### src/rtl/vga_timing_pkg.sv
// Shared raster timing for the Pong display path: 640x480@60 defaults,
// derived totals, sync window positions and the per-axis phase encoding.
package vga_timing_pkg;

   localparam int H_VISIBLE = 640;
   localparam int H_FRONT   = 16;
   localparam int H_SYNC    = 96;
   localparam int H_BACK    = 48;
   localparam int V_VISIBLE = 480;
   localparam int V_FRONT   = 10;
   localparam int V_SYNC    = 2;
   localparam int V_BACK    = 33;

   localparam int H_TOTAL = H_VISIBLE + H_FRONT + H_SYNC + H_BACK;
   localparam int V_TOTAL = V_VISIBLE + V_FRONT + V_SYNC + V_BACK;

   localparam int H_SYNC_START = H_VISIBLE + H_FRONT;
   localparam int H_SYNC_END   = H_SYNC_START + H_SYNC - 1;
   localparam int V_SYNC_START = V_VISIBLE + V_FRONT;
   localparam int V_SYNC_END   = V_SYNC_START + V_SYNC - 1;

   localparam logic SYNC_ACTIVE_DEFAULT = 1'b0;
   localparam int   CNT_W               = 10;

   typedef enum logic [1:0] {
      PH_ACTIVE = 2'd0,
      PH_FRONT  = 2'd1,
      PH_SYNC   = 2'd2,
      PH_BACK   = 2'd3
   } phase_t;

endpackage

### src/rtl/vga_axis_timer.sv
// One raster axis: position counter plus ACTIVE/FRONT/SYNC/BACK phase FSM.
// Outputs are registered from the next-state values so count, phase and
// sync always describe the same position. The next-state values are also
// exported so the top can register further decodes in the same alignment.
module vga_axis_timer
   import vga_timing_pkg::*;
#(
   parameter int   VISIBLE     = 640,
   parameter int   FRONT       = 16,
   parameter int   SYNC        = 96,
   parameter int   BACK        = 48,
   parameter logic SYNC_ACTIVE = 1'b0
) (
   input  logic                clk,
   input  logic                rst,
   input  logic                advance,
   output logic [CNT_W-1:0]    count,
   output phase_t              phase,
   output logic                wrap,
   output logic                sync,
   output logic [CNT_W-1:0]    next_count,
   output phase_t              next_phase
);

   localparam int TOTAL = VISIBLE + FRONT + SYNC + BACK;

   // A total that does not fit the 10-bit counter cannot be represented.
   if (TOTAL > 1023) begin : g_width_check
      $fatal(1, "vga_axis_timer: axis total %0d exceeds 10-bit range", TOTAL);
   end

   localparam logic [CNT_W-1:0] LAST     = CNT_W'(TOTAL - 1);
   localparam logic [CNT_W-1:0] FRONT_AT = CNT_W'(VISIBLE);
   localparam logic [CNT_W-1:0] SYNC_AT  = CNT_W'(VISIBLE + FRONT);
   localparam logic [CNT_W-1:0] BACK_AT  = CNT_W'(VISIBLE + FRONT + SYNC);

   // Terminal count: the next advance returns the axis to zero.
   assign wrap = (count == LAST);

   // Next counter value: hold unless advancing, wrap at the last position.
   always_comb begin
      next_count = count;
      if (advance) begin
         next_count = wrap ? '0 : count + CNT_W'(1);
      end
   end

   // Phase transitions fire when the next count reaches each threshold.
   always_comb begin
      next_phase = phase;
      if (advance) begin
         case (phase)
            PH_ACTIVE: if (next_count == FRONT_AT) next_phase = PH_FRONT;
            PH_FRONT:  if (next_count == SYNC_AT)  next_phase = PH_SYNC;
            PH_SYNC:   if (next_count == BACK_AT)  next_phase = PH_BACK;
            PH_BACK:   if (next_count == '0)       next_phase = PH_ACTIVE;
            default:   next_phase = PH_ACTIVE;
         endcase
      end
   end

   // State register; reset lands on position 0, which is ACTIVE with sync idle.
   always_ff @(posedge clk) begin
      if (rst) begin
         count <= '0;
         phase <= PH_ACTIVE;
         sync  <= ~SYNC_ACTIVE;
      end else begin
         count <= next_count;
         phase <= next_phase;
         sync  <= (next_phase == PH_SYNC) ? SYNC_ACTIVE : ~SYNC_ACTIVE;
      end
   end

endmodule

### src/rtl/vga_sync_gen.sv
// Raster source for the Pong display: x/y position, h/v sync, active flag,
// line/frame strobes and a frame counter used as the game tick. Every output
// is a register decoded from next-state counters, so all of them line up
// with the x/y presented in the same cycle.
module vga_sync_gen #(
   parameter int   H_VISIBLE   = vga_timing_pkg::H_VISIBLE,
   parameter int   H_FRONT     = vga_timing_pkg::H_FRONT,
   parameter int   H_SYNC      = vga_timing_pkg::H_SYNC,
   parameter int   H_BACK      = vga_timing_pkg::H_BACK,
   parameter int   V_VISIBLE   = vga_timing_pkg::V_VISIBLE,
   parameter int   V_FRONT     = vga_timing_pkg::V_FRONT,
   parameter int   V_SYNC      = vga_timing_pkg::V_SYNC,
   parameter int   V_BACK      = vga_timing_pkg::V_BACK,
   parameter logic SYNC_ACTIVE = vga_timing_pkg::SYNC_ACTIVE_DEFAULT
) (
   input  logic                     i_CLK,
   input  logic                     i_RST,
   input  logic                     i_pix_en,
   output logic [9:0]               o_display_x_pos,
   output logic [9:0]               o_display_y_pos,
   output logic                     o_hSync,
   output logic                     o_vSync,
   output logic                     o_active,
   output logic                     o_line_start,
   output logic                     o_frame_start,
   output logic [7:0]               o_frame_count,
   output vga_timing_pkg::phase_t   h_phase,
   output vga_timing_pkg::phase_t   v_phase
);

   import vga_timing_pkg::*;

   logic            h_wrap;
   logic            v_wrap;
   logic            v_advance;
   logic [CNT_W-1:0] h_next_count;
   logic [CNT_W-1:0] v_next_count;
   phase_t          h_next_phase;
   phase_t          v_next_phase;

   // The vertical axis steps on the edge where x wraps to 0.
   assign v_advance = i_pix_en & h_wrap;

   vga_axis_timer #(
      .VISIBLE     (H_VISIBLE),
      .FRONT       (H_FRONT),
      .SYNC        (H_SYNC),
      .BACK        (H_BACK),
      .SYNC_ACTIVE (SYNC_ACTIVE)
   ) u_h_axis (
      .clk        (i_CLK),
      .rst        (i_RST),
      .advance    (i_pix_en),
      .count      (o_display_x_pos),
      .phase      (h_phase),
      .wrap       (h_wrap),
      .sync       (o_hSync),
      .next_count (h_next_count),
      .next_phase (h_next_phase)
   );

   vga_axis_timer #(
      .VISIBLE     (V_VISIBLE),
      .FRONT       (V_FRONT),
      .SYNC        (V_SYNC),
      .BACK        (V_BACK),
      .SYNC_ACTIVE (SYNC_ACTIVE)
   ) u_v_axis (
      .clk        (i_CLK),
      .rst        (i_RST),
      .advance    (v_advance),
      .count      (o_display_y_pos),
      .phase      (v_phase),
      .wrap       (v_wrap),
      .sync       (o_vSync),
      .next_count (v_next_count),
      .next_phase (v_next_phase)
   );

   // Registered area/strobe decodes and the frame tick; reset equals the (0,0) decode.
   always_ff @(posedge i_CLK) begin
      if (i_RST) begin
         o_active      <= 1'b1;
         o_line_start  <= 1'b1;
         o_frame_start <= 1'b1;
         o_frame_count <= '0;
      end else begin
         o_active      <= (h_next_phase == PH_ACTIVE) && (v_next_phase == PH_ACTIVE);
         o_line_start  <= (h_next_count == '0);
         o_frame_start <= (h_next_count == '0) && (v_next_count == '0);
         if (v_advance && v_wrap) begin
            o_frame_count <= o_frame_count + 8'd1;
         end
      end
   end

endmodule

### config.mk
export PLATFORM = sky130hd
export DESIGN_NAME = vga_sync_gen
export DESIGN_NICKNAME = d
export VERILOG_FILES = /design/src/rtl/vga_timing_pkg.sv /design/src/rtl/vga_axis_timer.sv /design/src/rtl/vga_sync_gen.sv
export SDC_FILE = /design/constraint.sdc
export NUM_CORES = 1
export LEC_CHECK = 0
export BUFFER_PORTS_ARGS = -buffer_cell sky130_fd_sc_hd__clkbuf_2
export CORE_MARGIN = 2
export CORE_UTILIZATION = 50
export DETAILED_ROUTE_END_ITERATION = 12
export PLACE_DENSITY_LB_ADDON = 0.3
export SYNTH_ARGS = -nofsm -noshare
export SYNTH_HDL_FRONTEND = slang
export SYNTH_HIERARCHICAL = 1
export SYNTH_SLANG_ARGS = --single-unit
export TNS_END_PERCENT = 20
### constraint.sdc
create_clock -name i_CLK -period 3.1 [get_ports i_CLK]
set_clock_uncertainty 0.15 [all_clocks]
set_input_delay 0.155 -clock i_CLK [delete_from_list [all_inputs] [get_ports i_CLK]]
set_output_delay 0.155 -clock i_CLK [all_outputs]
set_load 0.01 [all_outputs]
==> impl_metrics.toml, run 1 <==
[synth]
netlist_area_um2 = 2560
synth-edff-count = 0
netlist_top_cells_area = "dfxtp_1 (29%), nand2_1 (3.2%), nor2_1 (3.1%), xor2_1 (3.1%), nand3_1 (2.9%)"
yosysSeqAreaShare_pct = 28.9
async_flop_share_pct = 0
synth_commonest_cells = "dfxtp_1 (37), nand2_1 (22), nor2_1 (21)"
synth_nets = 312
avgSynthCellArea_um2 = 8.40
ys_types = 73
ys_ff_latch = 37
synth_top_cell_by_area = "dfxtp_1"
yosys_warnings = 6
yosysMostFrequentCell = "dfxtp_1"
synth_top_area_share_pct = 28.9
synth-main-ff-cell = "dfxtp_1"
netlist_instances = 305

[die]
die-area_um2 = 5710
start_util_pct = 51.1
ioPinCount = 40
rows = 26
die_x_um = 75.6
die_y_um = 75.6
core_um2 = 5010

[clock_network]
postCtsSetupRepairBufs = 0
cts_buffers = 5
clk_path_buf_depth = 2
root_buffer = "clkbuf_8"
worstSkewPairLatency_ns = 0.29
cts_sinks = 37
cts_tree = "yes"
holdBufCountCts = 0
htree_levels = 2
cts_resized = 0
path_clk_slew_ns = 0.07

[finish]
syn2layout_area_growth_pct = 17.6
drive_above_1_share_pct = 27.3
fin_nets = 358
antennaDiodeCount = 0
n_fill_cell = 465

[place]
place_worst_setup_slack_ns = 0.183
gp_congestion = 0.920
hpwl_um = 4560
io_buffers = 39

[pwr]
p_seq_share_pct = 51.8
power.internal_mw = 0.719
leakage_nw = 1.21
power.share.clock_pct = 39.3
ir_drop_mv = 0.236
p_sw_mw = 0.226
p_comb_share_pct = 9.0
switching_share_pct = 23.9
p_per_area_nw_per_um2 = 314

[critical_path]
crit_family = "compound AO/OA/AOI/OAI gates"
path_class = "reg -> reg"
crit_path_end_kind = "register"
arrival_ns = 2.86
crit_path_cell_trace = "ha_1 > nand4b_1 > nor3_2 > and2_1 > and2_4 > and3_1 > a21boi_1 > o211a_1 > a41oi_1 > a31oi_1 > o41ai_2"
cp-start-kind = "register"
critPathBufInv = 0
cp_slowest_cell = "dfxtp_1"
crit_fanout = 11
worstPathRequired_ns = 3.15
slowest_delay_ns = 0.34

[sta]
maxSlewViolCount = 0
whs_ns = 0.330
final.setup.tns_ns = 0
worst_slew_pin_slew_ns = 0.704
period_needed_ns = 2.82
setup_viol_count_final = 0
slew_headroom_pct = 53.1
timing.fmax_mhz = 355
timing.final.hold_violations = 0
worst_slack_ns = 0.283
rsz0062_at_grt = "no"
fin_crit_sh_pct = 90.9

[grt]
use_met1_pct = 30.8
grt_first_pass_wirelength_um = 9760
grt_antenna_before_repair = 0
grt_start_max_net_pins = 35
gr-usage-all-layers_pct = 22.4
grt_overflow = 0
grt.busiest_layer = "met2"
use_met2_pct = 35.1
grt_util_met3_pct = 4.76
grt_pass1_vias = 2108

[routing]
wl_um = 6140
ant_nets = 0
vias = 2479
drc = 0
drt-initial-drc-count = 139
routedWlPerCell_um = 14.6
first_pass_iters = 4
viasPerCell = 5.87

[run_status]
status = "finished, final reports clean"

[flow_run]
max_cap_violations = 0

[worst_hold_path]
hp-class = "in -> reg"
## power groups by stage
stage / Combinational [mW] / Clock [mW] / Sequential, mW
2_1_floorplan: 0.0467 / 0 / 0.508
3_3_place_gp: 0.0823 / 0 / 0.500
3_5_place_dp: 0.0832 / 0 / 0.501
4_1_cts: 0.0833 / 0.383 / 0.489
5_1_grt: 0.0941 / 0.399 / 0.491
6_report: 0.0847 / 0.371 / 0.489
## final timing paths
check	depth (start not counted)	slack [ns]	endpoint	from
max	11	0.28	o_active	u_h_axis/count[1]
min	4	0.33	u_h_axis/sync	i_pix_en
max reg2reg	11	0.28	o_active	u_h_axis/count[1]
min reg2reg	2	0.33	o_frame_count[7]	o_frame_count[7]
## routing by layer
metal	wire, µm	part of all wire [%]
met3	316	5.1
met5	0	0
met1	2870	47
met2	2820	46
met4	135	2.2
## cells by family after synthesis
kind of cell	Yosys count	share of synthesized area (%)
AND/OR/NAND/NOR	147	35.9
AO/OA/AOI/OAI	64	19.7
flip-flops	37	28.9
buffers and inverters	32	6.20
XOR/XNOR	17	5.81
multiplexers	4	1.56
adder cells (fa/ha/maj)	4	1.95
## per-stage QoR
stage | utilization (%) | area, µm² | cells | power, mW
CTS | 59.5 | 2980 | 422 | 0.956
global placement | 57.4 | 2880 | 414 | 0.582
detailed placement | 57.4 | 2880 | 414 | 0.584
floorplan | - | 2560 | 305 | 0.554
finish | 60.2 | 3010 | 422 | 0.945
global route | 60.2 | 3010 | 422 | 0.984
## sequential cells by signal (all words and copies together), names as in the netlist
| register | count |
|---|---|
| u_h_axis/phase | 2 |
| u_v_axis/count | 10 |
| u_v_axis/phase | 2 |
| u_v_axis/sync | 1 |
| u_h_axis/sync | 1 |
| u_h_axis/count | 10 |
| o_active | 1 |
| o_frame_count | 8 |
| o_frame_start | 1 |
| o_line_start | 1 |
## placed cells by master (no fill, tap or decap), types with 6 or more instances in the layout
| cell | n |
|---|---|
| inv_1 | 13 |
| nand3_1 | 14 |
| xnor2_1 | 8 |
| nor2b_1 | 8 |
| o21ai_0 | 8 |
| a21oi_1 | 8 |
| clkbuf_8 | 7 |
| nor3_1 | 13 |
| nand2_1 | 21 |
| xor2_1 | 8 |
| o31ai_1 | 7 |
| dfxtp_1 | 37 |
| buf_4 | 19 |
| o211ai_1 | 6 |
| clkbuf_2 | 39 |
| nor2_1 | 21 |
| nand4_1 | 10 |
## final cells by class
| type | instances | area (µm²) | area share, % |
|---|---|---|---|
| Clock buffer | 7 | 96.3 | 3.20 |
| Clock inverter | 1 | 5.00 | 0.166 |
| Tap cell | 70 | 87.6 | 2.91 |
| Multi-Input combinational cell | 236 | 1700 | 56.3 |
| Sequential cell | 37 | 741 | 24.6 |
| Inverter | 13 | 48.8 | 1.62 |
| Timing Repair Buffer | 58 | 338 | 11.2 |
## worst min-delay path: stages
cell and delay, ns:
clkbuf_2 0.25, nand4_1 0.16, a22oi_2 0.08, nand3b_1 0.09
Note: power is estimated with default switching activity, not from simulation.
==> run 2, diff against run 1 <==
--- a/config.mk
+++ b/config.mk
@@ -8,2 +8,3 @@
 export BUFFER_PORTS_ARGS = -buffer_cell sky130_fd_sc_hd__clkbuf_2
+export CORE_ASPECT_RATIO = 0.9
 export CORE_MARGIN = 2
--- a/constraint.sdc
+++ b/constraint.sdc
@@ -4,2 +4,2 @@
 set_output_delay 0.155 -clock i_CLK [all_outputs]
-set_load 0.01 [all_outputs]
+set_load 0.005 [all_outputs]
==> run 2 against run 1 <==
  * Via count is 2.4% higher
  * Sequential power about the same
  * Sequential cell count unchanged
  * Combinational power down 4.0%
  * Sequential share of layout area grew 0.55 points
  * Critical path depth is 1 higher
  * Cell area decreased by 2.2%
  * Power fell by 5.0%
  * Worst setup slack got worse by 0.054 ns
  * Global-route usage is 0.13 points higher
==> impl_metrics.toml, run 2 (synthesis gave the netlist of run 1 again) <==
[clock_network]
cts_buffers = 5
root_buffer = "clkbuf_8"
cts_sinks = 37
cts_tree = "yes"
holdBufCountCts = 0
worstSkewPairLatency_ns = 0.29
htree_levels = 2
path_clk_slew_ns = 0.07
clk_path_buf_depth = 2

[critical_path]
r2r_setup_slack_ns = 0.23
path_class = "reg -> reg"
r2r-start = "u_h_axis/count[0]"
crit_family = "simple AND/OR/NAND/NOR gates"
crit_path_end_kind = "register"
slowest_delay_ns = 0.35
critPathBufInv = 0
crit_path_cell_trace = "ha_1 > nand4b_1 > nor3_2 > and2_1 > and2_4 > nand3_1 > nor3b_2 > o211a_1 > and2_1 > a41o_1 > nand3_1 > o41ai_1"
cp-start-kind = "register"
arrival_ns = 2.90
worstPathRequired_ns = 3.13
crit_fanout = 16
r2r_end = "o_active"
r2r_cells = 12
cp_slowest_cell = "dfxtp_1"

[grt]
grt_first_pass_wirelength_um = 10200
grt_pass1_vias = 2152
grt.busiest_layer = "met1"
use_met2_pct = 33.0
use_met1_pct = 33.7
grt_start_max_net_pins = 35
grt_overflow = 0
grt_util_met3_pct = 4.10
grt_antenna_before_repair = 0
gr-usage-all-layers_pct = 22.5

[finish]
drive_above_1_share_pct = 25.6
fin_nets = 354
finalInstanceArea_um2 = 2950
fin_util_pct = 60.2
top_regs = "u_h_axis/count x10, u_v_axis/count x10, o_frame_count x8"
mostFrequentLayoutCells = "clkbuf_2 (39), dfxtp_1 (37), nand2_1 (21), nor2_1 (21)"
antennaDiodeCount = 0
syn2layout_area_growth_pct = 15.0
n_fill_cell = 443
mostFrequentLayoutCell = "clkbuf_2"

[routing]
ant_nets = 0
first_pass_iters = 5
drt-initial-drc-count = 322
drc = 0
vias = 2539
viasPerCell = 6.15
wl_um = 6260
routedWlPerCell_um = 15.1

[sta]
worst_slew_pin_slew_ns = 0.715
maxSlewViolCount = 0
fin_crit_sh_pct = 92.6
setup_viol_count_final = 0
whs_ns = 0.331
rsz0062_at_grt = "yes"
timing.final.hold_violations = 0
worst_slack_ns = 0.229
slew_headroom_pct = 52.3
timing.fmax_mhz = 348
period_needed_ns = 2.87

[die]
die-area_um2 = 5710
core_um2 = 4890
die_y_um = 71.9
die_x_um = 79.5
ioPinCount = 40
start_util_pct = 52.4
rows = 24

[place]
hpwl_um = 4600
placed_cell_area_um2 = 2840
gp_congestion = 0.891
place_worst_setup_slack_ns = 0.106
io_buffers = 39

[pwr]
p_per_area_nw_per_um2 = 305
leakage_nw = 1.17
total_power_mw = 0.898
ir_drop_mv = 0.201

[worst_hold_path]
hp-class = "reg -> reg"
holdPathEnd = "o_frame_count[7]"
hold_start = "o_frame_count[7]"
whs_path_depth = 2

[run_status]
status = "finished, final reports clean"

[flow_run]
max_cap_violations = 0
==> run 2: where the power goes <==
| part | internal, mW | total [mW] | switching, mW |
|---|---|---|---|
| logic | 0.0331 | 0.0813 | 0.0482 |
| clock network | 0.156 | 0.326 | 0.170 |
| registers | 0.484 | 0.490 | 0.00600 |
| total | 0.673 | 0.898 | 0.225 |
==> run 2: routing by layer <==
layer,vias to the layer above,part of all wire [%]
met5,-,0
met4,0,0.91
met3,5,8.2
met2,116,42
met1,1186,49
li1,1232,-
==> run 2: per-stage QoR <==
| step | instances | TNS (ns) |
|---|---|---|
| 5_1_grt | 413 | -0.0642 |
| 3_3_place_gp | 405 | 0 |
| 2_1_floorplan | 305 | 0 |
| 6_report | 413 | 0 |
| 4_1_cts | 413 | 0 |
| 3_5_place_dp | 405 | 0 |
==> run 2: worst max-delay path by stage <==
stage,start,endpoint,slack (ns),cells past startpoint
floorplan,u_h_axis/count[0],u_v_axis/sync,0.19,12
global placement,u_h_axis/count[0],o_active,0.19,12
detailed placement,u_h_axis/count[1],o_active,0.11,12
CTS,u_h_axis/count[0],o_active,0.07,12
global route,u_h_axis/count[1],o_active,-0.03,12
finish,u_h_axis/count[0],o_active,0.23,12
==> run 2: worst register-to-register path, cell delays in order, from the launching register on <==
cell      delay [ns]
dfxtp_1         0.35
ha_1            0.17
nand4b_1        0.15
nor3_2          0.16
and2_1          0.17
and2_4          0.23
nand3_1         0.23
nor3b_2         0.25
o211a_1         0.20
and2_1          0.17
a41o_1          0.22
nand3_1         0.08
o41ai_1         0.25
==> run 2: repair_timing <==
| action | in CTS | in global routing |
|---|---|---|
| buffers inserted | 0 | 0 |
| resized for setup | 0 | 6 |
| setup endpoints to repair | 0 | 5 |
==> run 2: final cells by class <==
cell class	count	area (µm²)	area share, %
Multi-Input combinational cell	236	1690	57.2
Sequential cell	37	741	25.1
Tap cell	65	81.3	2.76
Timing Repair Buffer	54	308	10.4
Clock inverter	2	10.0	0.340
Clock buffer	6	72.6	2.46
Inverter	13	48.8	1.66
==> run 3, diff against run 2 <==
- CORE_MARGIN: 2 -> 1
- CORE_UTILIZATION: 50 -> 55
==> run 3 against run 2 <==
  * Global-route usage is 4.6 points higher
  * Core utilization is 6.4 points higher
  * Critical path type unchanged
  * Sequential share of layout area is 0.20 points lower
  * Power hardly changed
  * Routed wire length hardly changed
  * Highest routed layer unchanged
==> impl_metrics.toml, run 3 (synthesis gave the netlist of run 1 again) <==
[sta]
setup_viol_count_final = 0
slew_headroom_pct = 51.1
timing.fmax_mhz = 343
rsz0062_at_grt = "no"
timing.final.hold_violations = 0
final.setup.tns_ns = 0
maxSlewViolCount = 0
period_needed_ns = 2.91
worst_slew_pin_slew_ns = 0.733
worst_slack_ns = 0.185
fin_crit_sh_pct = 94.0
whs_ns = 0.331

[die]
ioPinCount = 40
start_util_pct = 57.4
core_um2 = 4460
die_x_um = 74.0
die-area_um2 = 4940
rows = 23
die_y_um = 66.8

[grt]
grt_util_met3_pct = 5.14
grt_pass1_vias = 2144
use_met2_pct = 40.5
grt.busiest_layer = "met2"
grt_antenna_before_repair = 0
grt_overflow = 0
use_met1_pct = 38.2
grt_first_pass_wirelength_um = 10200
gr-usage-all-layers_pct = 27.1
grt_start_max_net_pins = 35

[routing]
ant_nets = 0
drc = 0
drt-initial-drc-count = 241
first_pass_iters = 6
routedWlPerCell_um = 15.2
vias = 2503
wl_um = 6260
viasPerCell = 6.09

[clock_network]
worstSkewPairLatency_ns = 0.29
cts_tree = "yes"
cts_buffers = 5
path_clk_slew_ns = 0.07
cts_resized = 0
htree_levels = 2
postCtsSetupRepairBufs = 0
cts_sinks = 37
holdBufCountCts = 0
root_buffer = "clkbuf_8"
clk_path_buf_depth = 2

[flow_run]
max_cap_violations = 0

[critical_path]
worstPathRequired_ns = 3.14
crit_path_end_kind = "register"
crit_fanout = 16
arrival_ns = 2.96
r2r_setup_slack_ns = 0.19
path_class = "reg -> reg"
r2r_cells = 11
cp-start-kind = "register"

[finish]
finalInstanceArea_um2 = 2970
mostFrequentLayoutCell = "clkbuf_2"
antennaDiodeCount = 0
fin_nets = 355
syn2layout_area_growth_pct = 16.0
mostFrequentLayoutCells = "clkbuf_2 (39), dfxtp_1 (37), nand2_1 (21), nor2_1 (21), buf_4 (16)"
top_regs = "u_h_axis/count x10, u_v_axis/count x10, o_frame_count x8"
drive_above_1_share_pct = 26.6

[pwr]
switching_share_pct = 24.9
power.internal_mw = 0.674
leakage_nw = 1.18
p_seq_share_pct = 54.6
p_per_area_nw_per_um2 = 302
p_sw_mw = 0.224
ir_drop_mv = 0.201
power.share.clock_pct = 36.4
p_comb_share_pct = 9.0

[worst_hold_path]
hp-class = "in -> reg"
whs_path_depth = 3

[run_status]
status = "finished, final reports clean"

[place]
place_worst_setup_slack_ns = 0.0941
io_buffers = 39
gp_congestion = 0.992
placed_cell_area_um2 = 2850
hpwl_um = 4570
==> run 3: cell types whose count changed in the layout (fill, tap and decap cells not counted) <==
cell      delta
o41ai_2      +1
nor4b_2      +1
nor3_2       -1
nor3_1       +1
buf_4        +1
nand3_1      -1
o41ai_1      -1
a311oi_1     -1
nor4b_1      -1
nand3_2      +1
a311oi_2     +1
==> run 3: per-stage QoR <==
| stage | cells | power [mW] | utilization [%] |
|---|---|---|---|
| finish | 411 | 0.897 | 66.6 |
| global route | 411 | 0.934 | 66.6 |
| floorplan | 305 | 0.551 | - |
| CTS | 411 | 0.904 | 65.6 |
| detailed placement | 403 | 0.580 | 63.8 |
| global placement | 403 | 0.579 | 63.8 |
==> run 3: final timing paths <==
kind | start | to
worst max-delay path | u_h_axis/count[1] | o_active
worst min-delay path | i_pix_en | u_h_axis/count[1]
worst max register to register | u_h_axis/count[1] | o_active
worst min register to register | o_frame_count[7] | o_frame_count[7]
==> run 3: per-layer routing <==
| layer | up-vias | wire, µm |
|---|---|---|
| met5 | - | 0 |
| met4 | 0 | 68 |
| met3 | 9 | 382 |
| met2 | 87 | 2910 |
| met1 | 1189 | 2890 |
| li1 | 1218 | - |
==> run 3: final cells by class <==
class / instances / area (µm²)
Clock buffer: 6 / 72.6
Tap cell: 62 / 77.6
Timing Repair Buffer: 55 / 315
Clock inverter: 2 / 10.0
Sequential cell: 37 / 741
Multi-Input combinational cell: 236 / 1710
Inverter: 13 / 48.8
Fill cell: 395 / 1490
==> run 3: power groups by stage <==
stage / combinational, mW / sequential [mW] / clock, mW
6_report: 0.0805 / 0.490 / 0.327
4_1_cts: 0.0798 / 0.490 / 0.334
3_5_place_dp: 0.0794 / 0.501 / 0
5_1_grt: 0.0893 / 0.490 / 0.354
3_3_place_gp: 0.0782 / 0.500 / 0
2_1_floorplan: 0.0467 / 0.504 / 0
==> run 3: worst max-delay path, cell delays in order (launching register included) <==
cell      delay, ns
dfxtp_1        0.35
ha_1           0.17
nand4b_1       0.15
nor3_2         0.17
and2_1         0.17
and2_4         0.24
and3_1         0.36
a21boi_1       0.13
o211a_1        0.27
a41oi_1        0.27
a31oi_1        0.10
o41ai_2        0.28
